<file path="src/rtl/stream_mux4v1.sv">
// stream_mux4v1: merges four valid/ready input streams into one registered
// output stream using a round-robin arbiter. out_sel reports the source
// channel so a downstream 1-to-4 demux can route the beat back.
//
// Optional feature: define PACKET_LOCK_EN to keep the grant on one channel
// from its first beat until its in_last beat has transferred (whole-packet
// arbitration). Without it, arbitration happens on every beat.

module stream_mux4v1 #(
  parameter int WIDTH = 8
) (
  input  logic               clk,
  input  logic               rst_n,
  input  logic [4*WIDTH-1:0] in_data,
  input  logic [3:0]         in_valid,
  input  logic [3:0]         in_last,
  output logic [3:0]         in_ready,
  output logic [WIDTH-1:0]   out_data,
  output logic [1:0]         out_sel,
  output logic               out_last,
  output logic               out_valid,
  input  logic               out_ready
);

  logic       load;
  logic       found;
  logic       xfer;
  logic [3:0] grant;
  logic [3:0] eligible;
  logic [1:0] gidx;
  logic [1:0] scan_idx;
  logic [1:0] rr_ptr;

`ifdef PACKET_LOCK_EN
  logic       locked;
  logic [1:0] lock_ch;
`endif

  // The output register can take a new beat when empty or when its beat leaves this cycle.
  always_comb begin
    load = !out_valid || out_ready;
  end

  // Round-robin scan starting at rr_ptr; while a packet is locked only its channel is eligible.
  always_comb begin
    grant    = '0;
    gidx     = rr_ptr;
    found    = 1'b0;
    scan_idx = rr_ptr;
    eligible = in_valid;
`ifdef PACKET_LOCK_EN
    if (locked) begin
      eligible = in_valid & (4'b0001 << lock_ch);
    end
`endif
    for (int k = 0; k < 4; k++) begin
      scan_idx = rr_ptr + 2'(k);
      if (!found && eligible[scan_idx]) begin
        found          = 1'b1;
        gidx           = scan_idx;
        grant[scan_idx] = 1'b1;
      end
    end
  end

  // Only the granted channel sees ready, and nothing is accepted while reset is asserted.
  always_comb begin
    in_ready = (rst_n && load) ? grant : 4'b0000;
    xfer     = |(in_valid & in_ready);
  end

  // Output register: capture the winning beat, or go empty when nothing was offered.
  always_ff @(posedge clk or negedge rst_n) begin
    if (!rst_n) begin
      out_valid <= 1'b0;
      out_data  <= '0;
      out_sel   <= 2'd0;
      out_last  <= 1'b0;
    end else if (load) begin
      out_valid <= xfer;
      if (xfer) begin
        out_data <= in_data[gidx*WIDTH +: WIDTH];
        out_sel  <= gidx;
        out_last <= in_last[gidx];
      end
    end
  end

`ifdef PACKET_LOCK_EN
  // Pointer advances only when a packet ends; a non-last beat pins the arbiter to its channel.
  always_ff @(posedge clk or negedge rst_n) begin
    if (!rst_n) begin
      rr_ptr  <= 2'd0;
      locked  <= 1'b0;
      lock_ch <= 2'd0;
    end else if (xfer) begin
      if (in_last[gidx]) begin
        rr_ptr <= gidx + 2'd1;
        locked <= 1'b0;
      end else begin
        locked  <= 1'b1;
        lock_ch <= gidx;
      end
    end
  end
`else
  // Pointer moves past the winner on every transfer, so each beat is arbitrated.
  always_ff @(posedge clk or negedge rst_n) begin
    if (!rst_n) begin
      rr_ptr <= 2'd0;
    end else if (xfer) begin
      rr_ptr <= gidx + 2'd1;
    end
  end
`endif

endmodule

</file>
<file path="config.mk">
export PLATFORM = sky130hd
export DESIGN_NAME = stream_mux4v1
export DESIGN_NICKNAME = d
export VERILOG_FILES = /design/src/rtl/stream_mux4v1.sv
export SDC_FILE = /design/constraint.sdc
export NUM_CORES = 1
export LEC_CHECK = 0
export CORE_MARGIN = 2
export CORE_UTILIZATION = 47
export DETAILED_ROUTE_END_ITERATION = 16
export PLACE_DENSITY = 0.95
export SETUP_SLACK_MARGIN = 0.5
export SLEW_MARGIN = 20
export SYNTH_ARGS = -nofsm -noshare
export SYNTH_HDL_FRONTEND = slang
export SYNTH_SLANG_ARGS = --single-unit
</file>
<file path="constraint.sdc">
create_clock -name clk -period 7.9 [get_ports clk]
set_clock_uncertainty 0.05 [all_clocks]
set_input_delay 2.37 -clock clk [delete_from_list [all_inputs] [get_ports clk]]
set_output_delay 2.37 -clock clk [all_outputs]
set_load 0.05 [all_outputs]
</file>
==> flow_metrics.tcl <==
set metrics [dict create \
    fin_crit_sh_pct 92.06 \
    cts_setup_buffers 0 \
    layout_min_cycle_time_ps 7273 \
    syn_inst 129 \
    wl_per_cell_um 18.77 \
    cap_violations 0 \
    syn_area_um2 1459 \
    htreeDepth 1 \
    seq_area_um2 350.3 \
    num_antenna_cells 0 \
    critPathLaunchType "input pin" \
    route.vias.total 1363 \
    vias_per_cell 6.252 \
    whs_ps 457.1 \
    crit_chain "clkdlybuf4s50_1, mux4_2, inv_1, and3_1, a211oi_1, nor3_1, dlygate4sd2_1" \
    rsz0062_at_grt "false" \
    ys.flop_type "dfrtp_1" \
    post-place-ws_ps 377.0 \
    ys_ff_latch 14 \
    gr-total-overflow 0 \
    ys_seq_area_share_pct 24.01 \
    avgSynthCellArea_um2 11.31 \
    drive_gt1_share_pct 21.62 \
    start_util_pct 48.58 \
    final_nets 236 \
    setup_viol 0 \
    drcViolationCount 0 \
    final_cell_mix "clkdlybuf4s50_1, dfrtp_1, mux4_2, nand2_1" \
    grt_pass1_vias 1366 \
    powerDensity_nw_per_um2 477.9 \
    synth_nets 179 \
    syn_to_final_growth_pct 41.34 \
    finalPower_uw 985.4 \
    peakVddDrop_uv 255.0 \
    die_h_um 59.72 \
    io_pins 59 \
    grt_max_degree 16 \
    root_buffer "clkbuf_4" \
    cts_tree "done" \
    clk_pin_slew_ps 80 \
    hp-class "reg -> reg" \
    critPathTopFamily "buffers and inverters" \
    synth-async-reset-ratio_pct 100.0 \
    crit_required_ps 5480 \
    drt_iter0_drc 55 \
    setup_tns_ps 0 \
    end_kind "primary output" \
    status "finished clean" \
    portBuffers 58 \
    dr.pass1.iters 4 \
    die_width_um 59.72 \
    postCtsHoldBufs 0 \
    grt_first_pass_wirelength_mm 6.196 \
    slew_violations 0 \
    fin_util_pct 68.67 \
    crit_buf_inv 3 \
    clock_path_buffers 2 \
    clk-insertion-delay-late_ps 290 \
    wirelength_mm 4.092 \
    die_area_um2 3566 \
    fmax_mhz 137.5 \
    critical_path_arrival_ps 4850 \
    ys_types 46 \
    coreArea_um2 3003 \
    ys_warn_count 0 \
    clock-sinks 14 \
    antenna_found_initial 0 \
    path_class "in -> out" \
    finalHoldViolCount 0 \
    cts-buffers-inserted 3 \
    crit_slowest_cell "mux4_2" \
    grt.total_usage_pct 22.68 \
    synth_edf_count 0 \
    slew_headroom_pct 46.60 \
    multiInputGateArea_um2 1016 \
    dp_hpwl_mm 3.212 \
    fp-row-count 20 \
    ant_nets 0 \
    fill_cells 234 \
    final_common_cell "clkdlybuf4s50_1" \
    cpPeakStageDelay_ps 640 \
    cp_max_fo 13 \
    timing.final.ws_setup_ps 627.1 \
    gp_congestion 0.9018 \
    leakagePower_uw 0.0008304 \
    worst_pin_slew_ps 801.0 \
]
-- per-stage QoR --
| stage | cells | instance area (um^2) |
|---|---|---|
| after floorplan | 129 | 1459 |
| after global placement | 214 | 2029 |
| after detailed placement | 214 | 2029 |
| after CTS | 218 | 2061 |
| after global routing | 218 | 2062 |
| final | 218 | 2062 |
-- cells in the mapped netlist, drive strengths merged, types with 2 or more instances --
cell	n	area share, %
buf	9	5.1
a211oi	4	2.4
a31oi	3	2.3
nor2	7	1.8
dfrtp	14	24
a221o	2	1.5
nand3b	3	1.5
ha	7	6.0
o21ai	6	2.1
a22oi	3	1.5
a21boi	2	1.0
mux2	14	12
nand2	10	2.6
inv	5	1.3
mux4	12	19
mux2i	4	2.7
nor3	4	1.4
-- final cells by class --
type                       count  area share [%]
multi-input combinational    101           49.27
timing repair buffer          61           29.07
sequential                    14           16.99
tap                           33           2.002
clock buffer                   4           1.760
inverter                       5          0.9102
-- sequential cells by signal, indices dropped and copies added, names as in the netlist --
name       flops
out_valid      1
out_data       8
out_last       1
rr_ptr         2
out_sel        2
-- worst reg2reg max path, stage by stage, from the launching register on --
cell and delay, ps:
dfrtp_1 710, inv_1 300, ha_1 480, mux4_2 430
nor3_1 240, a31oi_1 80, o22ai_2 670, mux4_1 630
mux2_2 270
-- routing by layer --
layer / part of all wire [%] / up-vias / track usage [%]
li1: - / 617 / -
met1: 37 / 679 / 27.93
met2: 56 / 59 / 40.99
met3: 5.2 / 8 / 3.463
met4: 1.9 / 0 / 5.714
met5: 0 / - / 0
-- report_power, final --
group / internal [uW] / switching, uW
sequential: 111 / 40.0
combinational: 356 / 426
clock: 28.1 / 23.9
total: 495 / 490
-- final timing paths --
path	from	end	slack [ps]	cells past startpoint
min in group asynchronous	rst_n	out_valid	2360	2
worst min-delay path	out_data[7]	out_data[7]	460	1
worst max-delay path	in_valid[1]	in_ready[1]	630	7
max in group asynchronous	rst_n	rr_ptr[0]	5260	2
worst min register to register	out_data[7]	out_data[7]	460	1
worst max register to register	rr_ptr[0]	out_last	3930	8
-- logic make-up after synthesis --
| group | share of synthesized area (%) |
|---|---|
| buf+inv | 6.347 |
| xor+xnor | 0.6005 |
| simple gates | 11.49 |
| mux | 33.88 |
| flops | 24.01 |
| compound gates | 17.67 |
| fa+ha+maj | 6.003 |
-- what timing repair did --
item	CTS	global route
gates resized for setup	4	1
endpoints found under the hold margin	0	0
endpoints found under the setup margin	4	1
Power figures use the tool's default switching activity.
==> RTL edit, RTL diff (same settings) <==
The option `PACKET_LOCK_EN` is turned on by a define.
--- a/src/rtl/stream_mux4v1.sv
+++ b/src/rtl/stream_mux4v1.sv
@@ -5,6 +5,8 @@
 // Optional feature: define PACKET_LOCK_EN to keep the grant on one channel
 // from its first beat until its in_last beat has transferred (whole-packet
 // arbitration). Without it, arbitration happens on every beat.
+
+`define PACKET_LOCK_EN
 
 module stream_mux4v1 #(
   parameter int WIDTH = 8
Check against the original RTL: not equivalent (Yosys sat finds a counterexample within 4 cycles, from zero or initial values and one cycle with rst_n low).
==> RTL edit against the unedited design <==
- non-clock buffer count down 2
- wire length down 7.8%
- synthesized area grew 9.4%
- sequential cell count rose by 3
- setup slack improved by 0.072 ns
- cell area up 6.7%
- count of clock-buffer cells in the layout is 1 lower
- synthesized cell count up 25%
- largest cell class unchanged
- highest routed layer unchanged
Power is left out: the tool's default activity adds up to more than one toggle a clock period on the data nets, which glitch-free logic cannot reach.
==> RTL edit: results (changes against the unedited design) <==
* Status: finished clean
* Syn_nets at 212 (+18%)
* Register area share after synthesis at 26.6% (+2.6 points)
* Layout cell share with drive strength beyond 1 at 13.6% (-8.1 points)
* GP Congestion at 0.867 (-3.9%)
* Metal1 wirelength at 1620 µm (+6.4%)
* Synth Area in Compound Gates at 26.6% (+8.9 points)
* GRT met1 Usage at 26.7% (-1.2 points)
* Crit path launch: in_valid[0]
* Hold_ws at 0.434 ns (-0.0234 ns)
* Crit Path Max Fanout at 8 (-5)
* Synth cell count leaders: 17 x dfrtp_1, 17 x mux2i_1, 12 x a21oi_1
* Met2 usage at 34.1% (-6.9 points)
* Hold Crit Start: out_last
* Worst-Margin Slew at 0.942 ns (+0.141 ns)
* Largest net degree at the start of global routing at 30 (+14)
* Hpwl dp at 2890 µm (-9.9%)
* # fillers at 260 (+11%)
* # nets final at 266 (+13%)
* Crit path to: in_ready[2]
* Reg2reg setup slack at 3.95 ns (+0.02 ns)
* Total track usage at 21.3% (-1.3 points)
* WL met2 at 1700 µm (-25%)
* Vias in the first global route at 1513 (+11%)
* Netlist cell types at 48 (+4.3%)
* Worst-path clk slew at 0.10 ns (+0.02 ns)
* Routed wire length at 3770 µm (-7.8%)
* Via density per instance at 5.78 (-7.5%)
* First-pass GRT wire length at 6720 µm (+8.5%)
* Worst hold path endpoint: out_last
* Data required, critical path at 5.48 ns (about the same)
* R2R Path End: lock_ch[0]
* Multiplexer share of the synthesized area at 20.3% (-14 points)
* Post_cts resized at 0 (-4)
* Starting DRT DRC Count at 144 (+160%)
RTL edit: metrics by stage:
stage / cell area (µm²) / cells / util [%] / worst slack (ns)
floorplan: 1600 / 161 / - / 1.05
global placement: 2170 / 256 / 65.6 / 0.785
detailed placement: 2170 / 256 / 65.6 / 0.732
CTS: 2200 / 260 / 66.4 / 0.712
global route: 2200 / 260 / 66.4 / 0.533
finish: 2200 / 260 / 66.4 / 0.700
RTL edit: area by class of cell:
cell class	count	share of cell area (%)
Inverter	4	0.683
Clock buffer	3	1.02
Tap cell	46	2.62
Multi-Input combinational cell	130	49.8
Sequential cell	17	19.3
Timing Repair Buffer	59	26.3
Clock inverter	1	0.228
RTL edit: critical path, cell delays in order:
cell and delay, ns:
clkdlybuf4s50_1 0.62, or4b_1 0.49, o211ai_2 0.19, mux2_2 0.34, nor2_1 0.12, a222oi_1 0.33, a21oi_1 0.11, buf_4 0.20
